## config.mk

```make
export PLATFORM = sky130hd
export DESIGN_NAME = uart_tx_sequencer_flat
export DESIGN_NICKNAME = d
export VERILOG_FILES = /design/src/rtl/uart_tx_sequencer_if.sv /design/src/rtl/uart_tx_sequencer.sv /design/src/flat_wrapper.sv
export SDC_FILE = /design/constraint.sdc
export NUM_CORES = 1
export LEC_CHECK = 0
export ABC_AREA = 1
export ABC_CLOCK_PERIOD_IN_PS = 2400
export CAP_MARGIN = 20
export CORE_MARGIN = 2
export CORE_UTILIZATION = 59
export DETAILED_ROUTE_END_ITERATION = 7
export PLACE_DENSITY = 0.79
export SETUP_SLACK_MARGIN = 0.5
export SLEW_MARGIN = 40
export SYNTH_ARGS = -nofsm -noshare
export SYNTH_HDL_FRONTEND = slang
export SYNTH_SLANG_ARGS = --single-unit
```

## constraint.sdc

```tcl
create_clock -name clock -period 2.4 [get_ports clock]
set_input_delay 0.48 -clock clock [delete_from_list [all_inputs] [get_ports clock]]
set_output_delay 0.48 -clock clock [all_outputs]
set_load 0.02 [all_outputs]
```

## src/rtl/uart_tx_sequencer_if.sv

```systemverilog
// Producer byte stream plus UART chip-select bus, seen from the sequencer.
// master: sequencer side; slave: producer/UART side.
interface uart_tx_sequencer_if;
   logic       s_valid;
   logic [7:0] s_data;
   logic       s_ready;
   logic       uart_cs;
   logic       uart_rd;
   logic       uart_wr;
   logic [2:0] uart_addr;
   logic [7:0] uart_wdata;
   logic [7:0] uart_rdata;

   modport master (
      input  s_valid, s_data, uart_rdata,
      output s_ready, uart_cs, uart_rd, uart_wr,
      output uart_addr, uart_wdata
   );

   modport slave (
      output s_valid, s_data, uart_rdata,
      input  s_ready, uart_cs, uart_rd, uart_wr,
      input  uart_addr, uart_wdata
   );
endinterface

```

## src/rtl/uart_tx_sequencer.sv

```systemverilog
// Drains a byte FIFO into the UART Tx buffer, polling TX busy before each write.
// Stuck-busy timeout and flush are built only with UART_TX_SEQ_TIMEOUT_EN.
module uart_tx_sequencer #(
   parameter int DEPTH       = 16,
   parameter int TX_BUSY_BIT = 1,
   parameter int HOLDOFF     = 2,
   parameter int TIMEOUT     = 4096
) (
   input  logic                   clock,
   input  logic                   reset,
   uart_tx_sequencer_if.master    bus,
   output logic [$clog2(DEPTH):0] level,
   output logic                   idle,
   output logic                   timeout_err
);
   localparam int AW = $clog2(DEPTH);

   typedef enum logic [2:0] {
      S_IDLE, S_POLL, S_CHECK, S_WRITE, S_HOLD
   } state_t;

   state_t        state;
   logic [7:0]    mem [DEPTH];
   logic [AW-1:0] wr_ptr;
   logic [AW-1:0] rd_ptr;
   logic [AW:0]   count;
   logic          busy_q;
   logic [3:0]    hcnt;
   logic          push;
   logic          pop;
   logic          flush;

   assign push        = bus.s_valid && bus.s_ready;
   assign pop         = (state == S_WRITE);
   assign bus.s_ready = (count != (AW+1)'(DEPTH));
   assign level       = count;
   assign idle        = (count == '0) && (state == S_IDLE);

`ifdef UART_TX_SEQ_TIMEOUT_EN
   localparam int TW = $clog2(TIMEOUT + 1);
   logic [TW-1:0] tcnt;
   logic          terr;
   assign flush = (state == S_CHECK) && busy_q
                  && (tcnt == TW'(TIMEOUT - 1));
   assign timeout_err = terr;
`else
   assign flush       = 1'b0;
   assign timeout_err = (TIMEOUT < 0);
`endif

   always_ff @(posedge clock) begin
      if (push) mem[wr_ptr] <= bus.s_data;
   end

   // A flush keeps a byte pushed in the same cycle.
   always_ff @(posedge clock or negedge reset) begin
      if (!reset) begin
         wr_ptr <= '0;
         rd_ptr <= '0;
         count  <= '0;
      end else begin
         if (push) wr_ptr <= wr_ptr + AW'(1);
         if (flush) begin
            rd_ptr <= wr_ptr;
            count  <= (AW+1)'(push);
         end else begin
            if (pop) rd_ptr <= rd_ptr + AW'(1);
            if (push && !pop)
               count <= count + (AW+1)'(1);
            else if (pop && !push)
               count <= count - (AW+1)'(1);
         end
      end
   end

   always_ff @(posedge clock or negedge reset) begin
      if (!reset) begin
         state          <= S_IDLE;
         busy_q         <= 1'b0;
         hcnt           <= '0;
         bus.uart_cs    <= 1'b1;
         bus.uart_rd    <= 1'b1;
         bus.uart_wr    <= 1'b1;
         bus.uart_addr  <= '0;
         bus.uart_wdata <= '0;
`ifdef UART_TX_SEQ_TIMEOUT_EN
         tcnt           <= '0;
         terr           <= 1'b0;
`endif
      end else begin
         bus.uart_cs <= 1'b1;
         bus.uart_rd <= 1'b1;
         bus.uart_wr <= 1'b1;
         unique case (state)
            S_IDLE: begin
               if (count != '0) begin
                  state         <= S_POLL;
                  bus.uart_cs   <= 1'b0;
                  bus.uart_rd   <= 1'b0;
                  bus.uart_addr <= 3'd0;
               end
            end
            S_POLL: begin
               busy_q <= bus.uart_rdata[TX_BUSY_BIT];
               state  <= S_CHECK;
            end
            S_CHECK: begin
               if (busy_q) begin
`ifdef UART_TX_SEQ_TIMEOUT_EN
                  if (tcnt == TW'(TIMEOUT - 1)) begin
                     terr  <= 1'b1;
                     tcnt  <= '0;
                     state <= S_IDLE;
                  end else begin
                     tcnt          <= tcnt + TW'(1);
                     state         <= S_POLL;
                     bus.uart_cs   <= 1'b0;
                     bus.uart_rd   <= 1'b0;
                     bus.uart_addr <= 3'd0;
                  end
`else
                  state         <= S_POLL;
                  bus.uart_cs   <= 1'b0;
                  bus.uart_rd   <= 1'b0;
                  bus.uart_addr <= 3'd0;
`endif
               end else begin
                  state          <= S_WRITE;
                  bus.uart_cs    <= 1'b0;
                  bus.uart_wr    <= 1'b0;
                  bus.uart_addr  <= 3'd2;
                  bus.uart_wdata <= mem[rd_ptr];
               end
            end
            S_WRITE: begin
               hcnt  <= 4'(HOLDOFF);
               state <= S_HOLD;
`ifdef UART_TX_SEQ_TIMEOUT_EN
               tcnt  <= '0;
`endif
            end
            S_HOLD: begin
               if (hcnt != 4'd0) begin
                  hcnt <= hcnt - 4'd1;
               end else if (count != '0) begin
                  state         <= S_POLL;
                  bus.uart_cs   <= 1'b0;
                  bus.uart_rd   <= 1'b0;
                  bus.uart_addr <= 3'd0;
               end else begin
                  state <= S_IDLE;
               end
            end
            default: state <= S_IDLE;
         endcase
      end
   end
endmodule

```

## src/flat_wrapper.sv

```systemverilog
// flat-port wrapper written by rule: the top's interface ports become plain ports
module uart_tx_sequencer_flat 
#(
   parameter int DEPTH       = 16,
   parameter int TX_BUSY_BIT = 1,
   parameter int HOLDOFF     = 2,
   parameter int TIMEOUT     = 4096
)
  (clock, reset, level, idle, timeout_err, bus_s_valid, bus_s_data, bus_uart_rdata, bus_s_ready, bus_uart_cs, bus_uart_rd, bus_uart_wr, bus_uart_addr, bus_uart_wdata);
  uart_tx_sequencer_if bus_i ();
  input  logic clock;
  input  logic reset;
  output logic [$clog2(DEPTH):0] level;
  output logic idle;
  output logic timeout_err;
  input wire logic [$bits(bus_i.s_valid)-1:0] bus_s_valid;
  input wire logic [$bits(bus_i.s_data)-1:0] bus_s_data;
  input wire logic [$bits(bus_i.uart_rdata)-1:0] bus_uart_rdata;
  output wire logic [$bits(bus_i.s_ready)-1:0] bus_s_ready;
  output wire logic [$bits(bus_i.uart_cs)-1:0] bus_uart_cs;
  output wire logic [$bits(bus_i.uart_rd)-1:0] bus_uart_rd;
  output wire logic [$bits(bus_i.uart_wr)-1:0] bus_uart_wr;
  output wire logic [$bits(bus_i.uart_addr)-1:0] bus_uart_addr;
  output wire logic [$bits(bus_i.uart_wdata)-1:0] bus_uart_wdata;
  assign bus_i.s_valid = bus_s_valid;
  assign bus_i.s_data = bus_s_data;
  assign bus_i.uart_rdata = bus_uart_rdata;
  assign bus_s_ready = bus_i.s_ready;
  assign bus_uart_cs = bus_i.uart_cs;
  assign bus_uart_rd = bus_i.uart_rd;
  assign bus_uart_wr = bus_i.uart_wr;
  assign bus_uart_addr = bus_i.uart_addr;
  assign bus_uart_wdata = bus_i.uart_wdata;
  uart_tx_sequencer #(.DEPTH(DEPTH), .TX_BUSY_BIT(TX_BUSY_BIT), .HOLDOFF(HOLDOFF), .TIMEOUT(TIMEOUT)) u_core (.clock(clock), .reset(reset), .bus(bus_i), .level(level), .idle(idle), .timeout_err(timeout_err));
endmodule
```

# ---- Word-level counts from Yosys, hierarchy flattened
# Memory sizes are Yosys's and may differ from the RTL's. A register that Yosys moved wholly into a read port is not among the register bits.
# Index checks and enable logic that the tools add are counted.
dict set report word_totals {
  reg_bits 27
  ram_bits 128
  output_inout_bits 22
  wordCells 65
  memories 1
}
dict set report classes {
  add_sub_neg 5
  n_eq_ne 8
  n_mux 22
  bitwise 1
  n_reduce_logical 18
}
# memory words word_bits rd rd_clocked_by_memory_dff write_ports line_no
set memory_table {}
lappend memory_table {u_core.mem 16 8 1 1 1 uart_tx_sequencer.sv:23} ;# logic [7:0] mem [DEPTH];
# op count
set ops {}
lappend ops {{3-bit one-hot mux with 5 select lines} 1}
lappend ops {{3-bit 2-to-1 mux} 4}
lappend ops {{5-bit 2-to-1 mux} 2}
lappend ops {{3-bit one-hot mux with 3 select lines} 1}
lappend ops {{4-bit by 1-bit adder with 4-bit output (second input constant)} 2}
lappend ops {{1-bit 2-to-1 mux} 8}
lappend ops {{4-bit one-hot mux with 2 select lines} 1}
lappend ops {{2-bit AND reduction} 4}
lappend ops {{3-bit by 2-bit equality test with 1-bit output (second input constant)} 2}
lappend ops {{1-bit one-hot mux with 3 select lines} 2}
lappend ops {{5-bit by 1-bit adder with 5-bit output (second input constant)} 1}
lappend ops {{5-bit logical NOT} 1}
lappend ops {{5-bit != test (second input constant)} 1}
lappend ops {{5-bit nonzero test} 1}
lappend ops {{5-bit by 1-bit subtractor with 5-bit output (second input constant)} 1}
lappend ops {{1-bit logical AND} 4}
lappend ops {{2-bit 2-to-1 mux} 2}
lappend ops {{4-bit 2-to-1 mux} 1}
lappend ops {{2-bit != test (second input constant)} 2}
lappend ops {{2-bit nonzero test} 2}
lappend ops {{4-bit nonzero test} 1}
lappend ops {{4-bit by 1-bit subtractor with 4-bit output (second input constant)} 1}
lappend ops {{3-bit by 1-bit equality test with 1-bit output (second input constant)} 1}
lappend ops {{3-bit equality test (second input constant)} 1}
lappend ops {{5 further kinds} 7}

# ---- Longest topological paths before layout
dict set report depth {
  depth_word 6
  mapped_depth 12
  ltp_nobuf 12
}

# ---- Worst setup path before layout
# Ideal clock, no wire load.
dict set report synth_path {
  kind {register -> register}
  start {register u_core.count[0], in the netlist u_core.level[0]}
  end {register u_core.count[4], in the netlist u_core.level[4]}
  setup_ps 117
  arrival_ps 2281
  setup_slack_ps 3
  path_stages_with_launch 13
  n_path_buf 0
  period_less_slack_ps 2397
  cell_sequence {dfrtp_1 inv_1 nand4_1 nand2_2 inv_1 ha_1 inv_1 ha_1 a21oi_1 o21ai_0 xor2_1 nand2_1 nand2_1}
}
dict set report synth_via {
  elab_chain_len 5
  word_cells_on_any_way 10
  cone_classes {2 x add/sub; 1 x eq/ne; 2 x mux; 5 x reduce/logical}
}
# element line_no
set synth_lines {}
lappend synth_lines {{from (decl)} uart_tx_sequencer.sv:26} ;# logic [AW:0] count;
lappend synth_lines {{from (signal assigned)} uart_tx_sequencer.sv:65} ;# count <= (AW+1)'(push);
lappend synth_lines {{from (signal assigned)} uart_tx_sequencer.sv:69} ;# count <= count + (AW+1)'(1);
lappend synth_lines {{from (signal assigned)} uart_tx_sequencer.sv:71} ;# count <= count - (AW+1)'(1);
lappend synth_lines {{5-bit != test (*)} uart_tx_sequencer.sv:35} ;# assign bus.s_ready = (count != (AW+1)'(DEPTH));
lappend synth_lines {{via bus_s_ready} flat_wrapper.sv:19} ;# output wire logic [$bits(bus_i.s_ready)-1:0] bus_s_ready;
lappend synth_lines {{1-bit logical AND (*)} uart_tx_sequencer.sv:33} ;# assign push = bus.s_valid && bus.s_ready;
lappend synth_lines {{via u_core.push} uart_tx_sequencer.sv:29} ;# logic push;
lappend synth_lines {{1-bit logical NOT} uart_tx_sequencer.sv:70} ;# else if (pop && !push)
lappend synth_lines {{1-bit logical AND} uart_tx_sequencer.sv:70}
lappend synth_lines {{2-bit nonzero test (no line)} --}
# The timed path passes the listed nets; every way through them passes the cells marked *. The select of a mux whose other input is x is not followed.
# A chain may end at the register's enable or synchronous reset.

# ---- Final worst setup path
dict set report layout_path {
  start {register u_core.count[2], in the netlist u_core.level[2]}
  end {output idle}
}
dict set report layout_via {
  elab_chain_len 2
}
# element line_no
set layout_lines {}
lappend layout_lines {{5-bit logical NOT} uart_tx_sequencer.sv:37} ;# assign idle = (count == '0) && (state == S_IDLE);
lappend layout_lines {{1-bit logical AND} uart_tx_sequencer.sv:37}
lappend layout_lines {{to (decl)} flat_wrapper.sv:14} ;# output logic idle;
# No other way between the ends.

==> out/results.ini <==
[pwr]
powerDensity_nw_per_um2 = 1210
p_total_mw = 10.2
ir_drop_mv = 0.647
leakagePower_nw = 3.77

[place]
detailed_place_hpwl_um = 10300
place_congestion = 0.920
numPortBuffers = 30

[clocking]
numCtsBuffers = 17
clk_latency_ns = 0.42
cts.sinks = 161
cts-root-buf = clkbuf_16
cts_tree = built
cts_hold_buf = 0
cts.htree.levels = 4
path_clk_slew_ns = 0.06
cts_buffer_depth = 2

[worst_hold_path]
hold_path.class = in -> async

[global_route]
grt_pass1_wl_um = 25600
antenna_found_initial = 0
grt_pass1_vias = 5009
overflow = 0
grt_max_degree = 68
gr-usage-all-layers = 0.267

[floorplan]
initial_core_util = 0.600
die_w_um = 114
die_h_um = 114
die_area_um2 = 13100
rows = 40
core-area_um2 = 12000
io_pins = 41

[sta]
max_slew_margin = 0.502
fin_crit_ns = 1.95
final_max_slew_viol_count = 0
fmax_ghz = 0.513
hold_violations = 0
skew_ns = 0.0116
worst_slew_pin_slew_ns = 0.745
finalSetupTns_ns = 0
finalCritPeriodShare = 0.813
grt_setup_unrepaired = yes
setup_violations = 0

[finish]
fill_cells = 785
diodes = 0
fin_util = 0.705
area.growth.synth_to_final_pct = 17.5
drive_gt1_frac = 0.132
nets = 791

[drt]
initialDrtViolationCount = 501
wl_met3_um = 1270
top_layer = met4
ant_nets = 0
via_per_inst = 5.53
drc = 0
dr.pass1.iters = 5
wirelength_um = 16300
dr_wl_met2_um = 8160
wirelength_met1_um = 6400
wire_per_inst_um = 17.8
vias = 5088

[synthesis]
async_flop_share = 0.205
synthCells = 709
synth_edf_count = 128
synth-seq-cells = 161
ys.flop_type = edfxtp_1
avgSynthCellArea_um2 = 10.1
yosysSeqAreaShare = 0.651
yosys.area.top_type = edfxtp_1
synth.distinct_cells = 27
netlist_top_cells_count = nand2_1 (221), edfxtp_1 (128), inv_1 (119), nand3_1 (104), dfrtp_1 (30)
yosysMostFrequentCell = nand2_1
synth.area.top_cells = edfxtp_1 (54%), nand2_1 (12%), dfrtp_1 (10%)
yosysWarnings = 0
netlist_area_um2 = 7180
synth_top_area_frac = 0.535

[worst_setup_path]
critical_path_required_ns = 1.92
rrSetupSlack_ns = 0.52
crit_type = reg -> out
critPathLaunchType = flop
worst-endpoint-arrival_ns = 1.47
crit_path_end_kind = output port
crit_fanout = 3

[status]
outcome = finished, final reports clean

[run]
max_cap_violations = 0

metrics by stage:
| step | cell area, µm² | hold slack, ns | setup WS, ns | cells |
|---|---|---|---|---|
| 3_3_place_gp | 7810 | 0.456 | 0.214 | 883 |
| 3_5_place_dp | 7810 | 0.467 | 0.214 | 883 |
| 2_1_floorplan | 7300 | 0.184 | 0.235 | 711 |
| 4_1_cts | 8390 | 0.473 | 0.386 | 918 |
| 5_1_grt | 8430 | 0.505 | 0.349 | 920 |
| 6_report | 8430 | 0.468 | 0.450 | 920 |
placed cells by master, fill, tap and decap left out, types with 6 or more instances in the layout:
master           Yosys  layout
buf_4               11      28
clkbuf_1             3       7
clkbuf_16            0      20
clkdlybuf4s50_1      0      16
dfrtp_1             30      24
dfrtp_2              0       6
dlygate4sd2_1        0       7
edfxtp_1           128     128
ha_1                11       8
inv_1              119     112
inv_2                3       7
nand2_1            221     221
nand3_1            104     103
nor2_1               8       6
nor3_2               1      11
o21ai_0              9       6
xor2_1               9       9
power by group:
group / internal [mW] / switching [mW] / leakage (nW) / total, mW
Sequential: 3.51 / 0.264 / 1.55 / 3.78
Combinational: 1.33 / 2.58 / 1.94 / 3.92
Clock: 1.50 / 1.02 / 0.275 / 2.53
Total: 6.35 / 3.87 / 3.77 / 10.2
cell type report:
class / instances / area (µm²) / share of cell area
multi-input combinational: 396 / 1990 / 0.236
clock buffer: 27 / 527 / 0.0625
clock inverter: 5 / 26.3 / 0.00312
sequential: 161 / 4680 / 0.555
tap: 147 / 184 / 0.0218
timing repair buffer: 60 / 551 / 0.0653
inverter: 124 / 475 / 0.0564
sequential cells by signal, indices dropped and copies added (netlist names), 3 cells and up:
name	count
u_core.mem	128
u_core.bus.uart_wdata	8
u_core.hcnt	4
u_core.wr_ptr	4
u_core.state	3
u_core.rd_ptr	4
u_core.level	5
critical path, stage by stage, from the launching register on:
cell	delay, ns
dfrtp_2	0.43
nor2_4	0.12
nand3_2	0.10
nor2_4	0.11
nand3_1	0.07
nor2_1	0.08
buf_4	0.14
path summary, 6_finish.rpt:
kind | startpoint | to | cells past startpoint
max | u_core.level[2]$_DFFE_PN0P_ | idle | 6
max reg2reg | u_core.level[2]$_DFFE_PN0P_ | u_core.level[4]$_DFFE_PN0P_ | 12
min reg2reg | u_core.bus.uart_addr[1]$_DFFE_PN0P_ | u_core.bus.uart_addr[1]$_DFFE_PN0P_ | 2
max in group asynchronous | reset | u_core.bus.uart_rd$_DFF_PN1_ | 2
min in group clock | u_core.bus.uart_addr[1]$_DFFE_PN0P_ | u_core.bus.uart_addr[1]$_DFFE_PN0P_ | 2
min | reset | u_core.rd_ptr[0]$_DFFE_PN0P_ | 2
per-layer routing:
layer  global-route usage  vias up
met1                0.340     2432
met2                0.442      236
met3               0.0572       47
met5                    0        -
met4                0.127        0
li1                     -     2373
cells by family after synthesis:
logic type / Yosys count / synth area share
AOI/OAI and AO/OA: 13 / 0.00906
xor gates and xnor gates: 11 / 0.0134
adders and majority gates: 12 / 0.0220
buffers and inverters: 154 / 0.0899
DFF: 161 / 0.651
muxes: 1 / 0.00157
other: 1 / 0.000522
and+or+nand+nor: 356 / 0.212
repair_timing:
action	in CTS	in global routing
setup endpoints to repair	11	18
pin swaps	2	5
setup buffers	3	2
resized for setup	20	17
Note: power is estimated with default switching activity, not from simulation.
